File: config.mk
export PLATFORM = sky130hd
export DESIGN_NAME = vga_scan_gen
export DESIGN_NICKNAME = d
export VERILOG_FILES = /design/src/rtl/vga_scan_gen.sv
export SDC_FILE = /design/constraint.sdc
export NUM_CORES = 1
export LEC_CHECK = 0
export BUFFER_PORTS_ARGS = -buffer_cell sky130_fd_sc_hd__buf_2
export CAP_MARGIN = 10
export CORE_ASPECT_RATIO = 0.6
export CORE_MARGIN = 2
export CORE_UTILIZATION = 26
export CTS_CLUSTER_SIZE = 10
export DETAILED_ROUTE_END_ITERATION = 7
export PLACE_DENSITY = 0.5
export SYNTH_ARGS = -nofsm -noshare
export SYNTH_HDL_FRONTEND = slang
export SYNTH_SLANG_ARGS = --single-unit
export TNS_END_PERCENT = 30
File: constraint.sdc
create_clock -name clk -period 2.05 [get_ports clk]
set_clock_uncertainty 0.2 [all_clocks]
set_input_delay 0.41 -clock clk [delete_from_list [all_inputs] [get_ports clk]]
set_output_delay 0.41 -clock clk [all_outputs]
set_load 0.01 [all_outputs]
File: src/rtl/vga_scan_gen.sv
// Raster scan generator and registered pixel output stage.
// Owns the horizontal/vertical counters that drive x/y to the overlay blocks.
// Samples the combinational overlay hit in the same cycle as x/y, then registers
// colour and syncs together so they leave the chip mutually aligned.
// Also keeps the frame counter and frame strobe that pace the animation.

module vga_scan_gen #(
  parameter int unsigned H_ACTIVE = 640,
  parameter int unsigned H_FP     = 16,
  parameter int unsigned H_SYNC   = 96,
  parameter int unsigned H_BP     = 48,
  parameter int unsigned V_ACTIVE = 480,
  parameter int unsigned V_FP     = 10,
  parameter int unsigned V_SYNC   = 2,
  parameter int unsigned V_BP     = 33,
  parameter logic [5:0]  FG_COLOR = 6'b111111
) (
  input  logic       clk,
  input  logic       rst_n,
  input  logic       overlay_active,
  output logic [9:0] x,
  output logic [9:0] y,
  output logic       hsync,
  output logic       vsync,
  output logic       display_on,
  output logic [1:0] r,
  output logic [1:0] g,
  output logic [1:0] b,
  output logic [9:0] frame,
  output logic       frame_strobe
);

  // Totals must fit the 10-bit counters (<= 1024).
  localparam int unsigned H_TOTAL = H_ACTIVE + H_FP + H_SYNC + H_BP;
  localparam int unsigned V_TOTAL = V_ACTIVE + V_FP + V_SYNC + V_BP;

  // 10-bit copies of the timing points so every compare is width-matched.
  localparam logic [9:0] H_LAST     = 10'(H_TOTAL - 1);
  localparam logic [9:0] V_LAST     = 10'(V_TOTAL - 1);
  localparam logic [9:0] H_VIS      = 10'(H_ACTIVE);
  localparam logic [9:0] V_VIS      = 10'(V_ACTIVE);
  localparam logic [9:0] HS_START   = 10'(H_ACTIVE + H_FP);
  localparam logic [9:0] HS_STOP    = 10'(H_ACTIVE + H_FP + H_SYNC);
  localparam logic [9:0] VS_START   = 10'(V_ACTIVE + V_FP);
  localparam logic [9:0] VS_STOP    = 10'(V_ACTIVE + V_FP + V_SYNC);

  logic [9:0] h_cnt;
  logic [9:0] v_cnt;
  logic       h_wrap;
  logic       v_wrap;
  logic       frame_wrap;

  logic       visible;
  logic       hsync_d;
  logic       vsync_d;
  logic [5:0] pixel_d;

  assign h_wrap     = (h_cnt == H_LAST);
  assign v_wrap     = (v_cnt == V_LAST);
  assign frame_wrap = h_wrap && v_wrap;

  // Coordinates come straight from the counter flops so they are glitch-free.
  assign x = h_cnt;
  assign y = v_cnt;

  // Horizontal and vertical raster counters.
  always_ff @(posedge clk or negedge rst_n) begin
    if (!rst_n) begin
      h_cnt <= '0;
      v_cnt <= '0;
    end else if (h_wrap) begin
      h_cnt <= '0;
      v_cnt <= v_wrap ? '0 : v_cnt + 10'd1;
    end else begin
      h_cnt <= h_cnt + 10'd1;
    end
  end

  // Decode sync windows, visibility and the pixel colour for the current counters.
  always_comb begin
    visible = (h_cnt < H_VIS) && (v_cnt < V_VIS);
    hsync_d = !((h_cnt >= HS_START) && (h_cnt < HS_STOP));
    vsync_d = !((v_cnt >= VS_START) && (v_cnt < VS_STOP));
    pixel_d = '0;
    if (visible) begin
      // Overlay hit is only honoured inside the visible area.
      if (overlay_active) begin
        pixel_d = FG_COLOR;
      end else begin
        pixel_d = {h_cnt[8:7], v_cnt[8:7], frame[7:6]};
      end
    end
  end

  // Output stage: syncs, visibility and colour share one register so they stay aligned.
  always_ff @(posedge clk or negedge rst_n) begin
    if (!rst_n) begin
      hsync      <= 1'b1;
      vsync      <= 1'b1;
      display_on <= 1'b0;
      r          <= '0;
      g          <= '0;
      b          <= '0;
    end else begin
      hsync      <= hsync_d;
      vsync      <= vsync_d;
      display_on <= visible;
      {r, g, b}  <= pixel_d;
    end
  end

  // Frame counter and strobe; the strobe lands in the cycle that presents (0,0).
  always_ff @(posedge clk or negedge rst_n) begin
    if (!rst_n) begin
      frame        <= '0;
      frame_strobe <= 1'b0;
    end else begin
      frame_strobe <= frame_wrap;
      if (frame_wrap) begin
        frame <= frame + 10'd1;
      end
    end
  end

endmodule

# After elaboration in Yosys (flattened, before gate mapping)
# Cells that the tools add are included.
[word_totals]
ff_bits = 40
in_bits = 3
elab_cells = 31
[classes]
add_sub_neg = 3
n_lt_le_gt_ge = 6
eq_ne = 2
muxes = 4
reduce_logical = 6
[ops]
columns = ["op", "n"]
rows = [
  ["$add A10 B1 Y10 const B", 3],
  ["$eq A10 B10 Y1 const B", 2],
  ["$lt A10 B10 Y1 const B", 2],
  ["$lt A10 B9 Y1 const B", 2],
  ["$mux W10", 2],
  ["$mux W6", 2],
  ["$ge A10 B10 Y1 const B", 1],
  ["$ge A10 B9 Y1 const B", 1],
  ["$logic_and A1 B1 Y1", 4],
  ["$logic_not A1 Y1", 2],
]

# Logic depth before layout (Yosys ltp)
# Gate-level depths: netlist of run 1.
[depth]
ltp_word = 3
ltp_mapped = 7
mapped_depth_nobuf = 6

# Least setup slack after synthesis of run 1
# OpenSTA, ideal clock, no wires.
[synth_timing]
path_type = "register to register"
from = "register h_cnt[0] (netlist: x[0])"
to = "register frame[1]"
setup_ns = 0.128
arrival_time_ns = 1.606
setup_slack_ns = 0.117
path_stages_with_launch = 7
synth_period_minus_slack_ns = 1.933
path_cell_list = "dfrtp_1 ha_1 and4_1 buf_4 nand3_4 nor2_4 mux2_1"
[synth_between]
elab_chain_cells = 2
[synth_rtl]
columns = ["element", "line_no", "text"]
rows = [
  ["start: declaration", "47", "logic [9:0] h_cnt;"],
  ["start signal: assignment", "75", "h_cnt <= h_cnt + 10'd1;"],
  ["$eq A10 B10 Y1", "58", "assign h_wrap = (h_cnt == H_LAST);"],
  ["$logic_and A1 B1 Y1", "60", "assign frame_wrap = h_wrap && v_wrap;"],
  ["named net frame_wrap", "51", "logic frame_wrap;"],
  ["end signal: assignment", "120", "frame <= frame + 10'd1;"],
  ["end: declaration", "29", "output logic [9:0] frame,"],
]
# The timed path passes the listed nets, and every way through them passes these cells.
# A chain may end at the register's enable or synchronous reset.

# Worst setup path in the final report of run 1
[layout_timing]
from = "register v_cnt[0] (netlist: y[0])"
to = "register frame[1]"
[layout_between]
elab_chain_cells = 2
[layout_rtl]
columns = ["element", "line_no", "text"]
rows = [
  ["start: declaration", "48", "logic [9:0] v_cnt;"],
  ["start signal: assignment", "73", "v_cnt <= v_wrap ? '0 : v_cnt + 10'd1;"],
  ["$eq A10 B10 Y1", "59", "assign v_wrap = (v_cnt == V_LAST);"],
  ["$logic_and A1 B1 Y1", "60", ""],
  ["named net frame_wrap", "51", ""],
]
# The timed path passes the listed nets, and every way through them passes these cells.

==> results of run 1 <==
[layout make-up]
type	instances	area share
Tap cell	87	0.0441
Timing Repair Buffer	64	0.152
Clock inverter	1	0.00203
Clock buffer	7	0.0538
Inverter	6	0.00913
Sequential cell	40	0.407
Multi-Input combinational cell	114	0.332
[metrics by stage]
stage               hold slack [ps]  power, mW   util
finish                        -16.5       1.57  0.360
detailed placement              270      0.847  0.340
CTS                            5.79       1.60  0.360
floorplan                     -85.6      0.820      -
global placement                255      0.847  0.340
global route                   34.0       1.64  0.360
[metal layers]
metal  up-vias  global-route usage
li1        711                   -
met1       687               0.191
met2        39               0.150
met3         2              0.0417
met4         0              0.0244
met5         -                   0
[logic make-up after synthesis]
family | count (synthesis) | synth area share
AO/OA/AOI/OAI | 15 | 0.0544
XOR/XNOR | 22 | 0.102
adder cells (fa/ha/maj) | 5 | 0.0332
buffers and inverters | 11 | 0.0345
flip-flops | 40 | 0.532
multiplexers | 2 | 0.0113
AND/OR/NAND/NOR | 70 | 0.233
[synth_stat cells (2+ instances only)]
cell	n	area share
dfstp_2	2	0.028
buf_4	2	0.0080
xor2_1	14	0.065
o21a_1	7	0.028
nand3_1	12	0.032
nand4_1	9	0.030
and3_1	9	0.030
ha_1	5	0.033
inv_1	6	0.012
dfrtp_1	38	0.50
nor3_1	8	0.021
buf_6	2	0.012
nand2_1	8	0.016
nor2_1	10	0.020
xnor2_1	8	0.037
o21ai_0	4	0.011
[registers in the layout, summed over array words and instances (netlist names), 2 cells and up]
register,cells
b,2
frame,10
g,2
r,2
x,10
y,10
[how the worst min path moves through the flow]
stage	from	to	slack [ps]
6_report	rst_n	display_on	-20
3_3_place_gp	frame[9]	frame[9]	250
5_1_grt	rst_n	frame[8]	30
4_1_cts	rst_n	frame[7]	6
2_1_floorplan	rst_n	b[0]	-90
3_5_place_dp	frame[9]	frame[9]	270
[where the power goes]
| group | switching (mW) | internal, mW | total, mW |
|---|---|---|---|
| clock network | 0.293 | 0.450 | 0.743 |
| registers | 0.00111 | 0.796 | 0.797 |
| logic | 0.0236 | 0.0104 | 0.0340 |
==> results.py, run 1 <==
metrics = {
    "worst_setup_path": {
        "worstSetupEndpoint": "frame[1]",
        "critical_path_required_ps": 2010,
        "cp.depth": 6,
        "path_buf_inv": 1,
        "cp.arrival_ps": 1850,
        "ff2ff_path_depth": 6,
        "crit_slowest_cell": "dfrtp_1",
        "r2r_start": "y[0]",
        "crit_start": "y[0]",
        "critPathTopFamily": "simple AND/OR/NAND/NOR gates",
        "r2r-end": "frame[1]",
        "critPathMaxStageDelay_ps": 370,
        "ff2ff_setup_slack_ps": 160,
        "path_cells": "inv_1, ha_1, and4b_1, nand4_4, nor2_4, mux2_1",
        "cp_max_fo": 12,
        "worst_setup_path_end_kind": "register",
        "start_kind": "register",
        "path_class": "register to register",
    },
    "logic_synthesis": {
        "syn-num-nets": 173,
        "postSynth.asyncResetShare": 1.00,
        "synth.distinct_cells": 37,
        "synth-edff-count": 0,
        "synth_flop_cell": "dfrtp_1",
        "yosys_warnings": 0,
        "netlist_instances": 165,
        "synth_area_um2": 1890,
        "syn_avg_cell_area_um2": 11.4,
        "seq_area_frac_synth": 0.532,
        "ys_seq_elements": 40,
    },
    "route": {
        "first_pass_iters": 4,
        "met1_length_mm": 2.40,
        "top_layer": "met4",
        "wl_met2_mm": 1.67,
        "wirelength_mm": 4.39,
        "drt_iter0_drc": 71,
        "met3_length_um": 305,
        "vias_per_cell": 4.51,
        "num_vias": 1439,
        "route.detailed.wl_per_inst_um": 13.8,
        "drc": 0,
        "ant_nets": 0,
    },
    "timing": {
        "maxSlewViolCount": 0,
        "fin_setup_tns_ps": 0,
        "finalHoldViolCount": 17,
        "setup_violations": 0,
        "worstMarginPinSlew_ps": 514,
        "rsz0062_at_grt": "no",
        "min_period_ps": 1890,
        "fin_ws_ps": 163,
        "fmax_mhz": 530,
        "slew_headroom": 0.657,
        "finalCritPeriodShare": 0.920,
        "hold_ws_ps": -16.5,
    },
    "global_route": {
        "grt_pass1_vias": 1382,
        "antenna_found_initial": 0,
        "grt.overflow.total": 0,
        "track_usage": 0.120,
        "grt_pass1_wl_mm": 7.44,
        "grt_max_degree": 41,
    },
    "clock_network": {
        "cts_resized": 0,
        "cts_buffers": 5,
        "path_clk_slew_ps": 60,
        "cts_tree": "built",
        "clkLatencyLatePin_ps": 280,
        "root_buffer": "clkbuf_16",
        "cts_setup_buffers": 0,
        "cts_buffer_depth": 2,
        "holdBufCountCts": 0,
        "clock_sinks": 40,
        "h-tree-depth": 2,
    },
    "place": {
        "placed_cell_area_um2": 2330,
        "place_inst": 311,
        "portBuffers": 42,
        "pre_cts_ws_ps": 152,
        "dp_hpwl_mm": 3.36,
        "place_congestion": 0.795,
    },
    "run_status": {
        "violations": "negative hold slack",
        "status": "finished, violations left",
    },
    "power": {
        "power_density_nw_per_um2": 638,
        "cellLeakagePower_nw": 1.25,
        "vdd_drop_max_mv": 0.257,
    },
    "die": {
        "start_util": 0.275,
        "ios": 43,
        "die_x_um": 114,
        "die_h_um": 70.0,
        "core_um2": 6850,
        "dieArea_um2": 7980,
        "placementRows": 23,
    },
    "final_layout": {
        "final_nets": 239,
        "areaGrowthSynthToFinish_pct": 30.7,
        "multi_input_area_um2": 818,
        "stdcell_count": 319,
        "ff_latch_area_um2": 1000,
        "n_antenna_cell": 0,
        "filler_cell_count": 708,
        "drive_gt1_frac": 0.341,
        "mostFrequentLayoutCell": "buf_2",
        "design_area_um2": 2470,
        "final_cell_mix": "buf_2 (42), dfrtp_1 (38), buf_4 (22), xor2_1 (14), nand3_1 (12)",
    },
    "min_path": {
        "hold_path_class": "input pin to asynchronous set/reset pin",
    },
    "job": {
        "cap_violations": 0,
    },
}
Note: power is estimated with default switching activity, not from simulation.
==> inputs of run 2 (changes only) <==
MAX_ROUTING_LAYER = met4   (was default)
==> run 2 against run 1 <==
The run still ends with negative hold slack left. Largest power group unchanged. Sequential power barely moved. Setup slack about the same. Critical path depth did not move. Register-to-register slack about the same. Wire length is 0.82% higher. Highest routed layer unchanged. Critical endpoint unchanged. Critical path type unchanged.
==> results.py, run 2 (synthesized netlist as in run 1, its figures left out) <==
metrics = {
    "run_status": {
        "status": "finished, violations left",
        "violations": "negative hold slack",
    },
    "global_route": {
        "grt_pass1_wl_mm": 7.43,
        "grt.overflow.total": 0,
        "track_usage": 0.124,
        "antenna_found_initial": 0,
        "grt_pass1_vias": 1385,
        "grt_max_degree": 41,
    },
    "worst_setup_path": {
        "ff2ff_setup_slack_ps": 160,
        "worst_setup_path_end_kind": "register",
        "ff2ff_path_depth": 6,
        "r2r_start": "y[0]",
        "cp.arrival_ps": 1860,
        "path_class": "register to register",
        "cp_max_fo": 12,
        "r2r-end": "frame[1]",
        "start_kind": "register",
        "critical_path_required_ps": 2020,
    },
    "final_layout": {
        "drive_gt1_frac": 0.341,
        "n_antenna_cell": 0,
        "mostFrequentLayoutCell": "buf_2",
        "areaGrowthSynthToFinish_pct": 30.7,
        "final_nets": 239,
        "final_cell_mix": "buf_2 (42), dfrtp_1 (38), buf_4 (22), xor2_1 (14), nand3_1 (12)",
    },
    "clock_network": {
        "clock_sinks": 40,
        "cts_setup_buffers": 0,
        "holdBufCountCts": 0,
        "root_buffer": "clkbuf_16",
        "h-tree-depth": 2,
        "cts_buffer_depth": 2,
        "path_clk_slew_ps": 60,
        "cts_buffers": 5,
        "cts_resized": 0,
        "clkLatencyLatePin_ps": 280,
        "cts_tree": "built",
    },
    "timing": {
        "slew_headroom": 0.658,
        "hold_ws_ps": -22.9,
        "min_period_ps": 1890,
        "maxSlewViolCount": 0,
        "rsz0062_at_grt": "no",
        "setup_violations": 0,
        "worstMarginPinSlew_ps": 514,
        "fin_setup_tns_ps": 0,
        "fmax_mhz": 530,
        "finalCritPeriodShare": 0.921,
        "finalHoldViolCount": 31,
    },
    "power": {
        "power_mw": 1.58,
        "vdd_drop_max_mv": 0.257,
        "power_density_nw_per_um2": 642,
        "cellLeakagePower_nw": 1.25,
    },
    "die": {
        "start_util": 0.275,
        "placementRows": 23,
        "dieArea_um2": 7980,
        "ios": 43,
        "die_h_um": 70.0,
        "core_um2": 6850,
        "die_x_um": 114,
    },
    "route": {
        "drt_iter0_drc": 71,
        "drc": 0,
        "num_vias": 1441,
        "vias_per_cell": 4.52,
        "first_pass_iters": 4,
        "wirelength_mm": 4.43,
        "route.detailed.wl_per_inst_um": 13.9,
        "ant_nets": 0,
    },
    "place": {
        "place_congestion": 0.807,
        "dp_hpwl_mm": 3.36,
        "portBuffers": 42,
    },
    "min_path": {
        "hold_path_class": "input pin to asynchronous set/reset pin",
    },
    "job": {
        "cap_violations": 0,
    },
}
==> run 2: cell counts in the layout (fill, tap and decap cells not counted) <==
Identical to the previous run, type by type.
==> run 2: routing by layer <==
| metal | vias to the layer above | global-route usage | share of wire |
|---|---|---|---|
| met5 | - | - | 0 |
| met4 | 0 | 0.0122 | 0.0038 |
| met3 | 2 | 0.0530 | 0.063 |
| met2 | 37 | 0.151 | 0.37 |
| met1 | 690 | 0.191 | 0.56 |
| li1 | 712 | - | - |
==> run 2: worst max-delay path by stage <==
| stage | from | endpoint | cells past startpoint |
|---|---|---|---|
| 3_3_place_gp | y[0] | frame[1] | 6 |
| 6_report | y[0] | frame[1] | 6 |
| 5_1_grt | y[0] | frame[1] | 6 |
| 2_1_floorplan | x[0] | frame[1] | 6 |
| 4_1_cts | y[0] | frame[1] | 6 |
| 3_5_place_dp | y[0] | frame[9] | 6 |
==> run 2: where the power goes <==
group          total (mW)  internal, mW  leakage (nW)  switching [mW]
logic              0.0339        0.0104         0.667          0.0236
clock network       0.751         0.450        0.0679           0.302
registers           0.797         0.796         0.519         0.00111
==> run 2: critical path: stages (launching register included) <==
cell	delay, ps
dfrtp_1	370
inv_1	90
ha_1	140
and4b_1	240
nand4_4	240
nor2_4	170
mux2_1	330
==> run 2: final cells by class <==
| cell class | instances | area, um2 |
|---|---|---|
| Clock buffer | 7 | 133 |
| Clock inverter | 1 | 5.00 |
| Fill cell | 708 | 4380 |
| Inverter | 6 | 22.5 |
| Multi-Input combinational cell | 114 | 818 |
| Sequential cell | 40 | 1000 |
| Tap cell | 87 | 109 |
| Timing Repair Buffer | 64 | 375 |
==> run 2: metrics by stage <==
step | utilization | instance area, um2 | std cells | setup WS, ps
floorplan | - | 1890 | 165 | 117
global placement | 0.340 | 2330 | 311 | 205
detailed placement | 0.340 | 2330 | 311 | 152
CTS | 0.360 | 2470 | 319 | 148
global route | 0.360 | 2470 | 319 | 12.3
finish | 0.360 | 2470 | 319 | 163
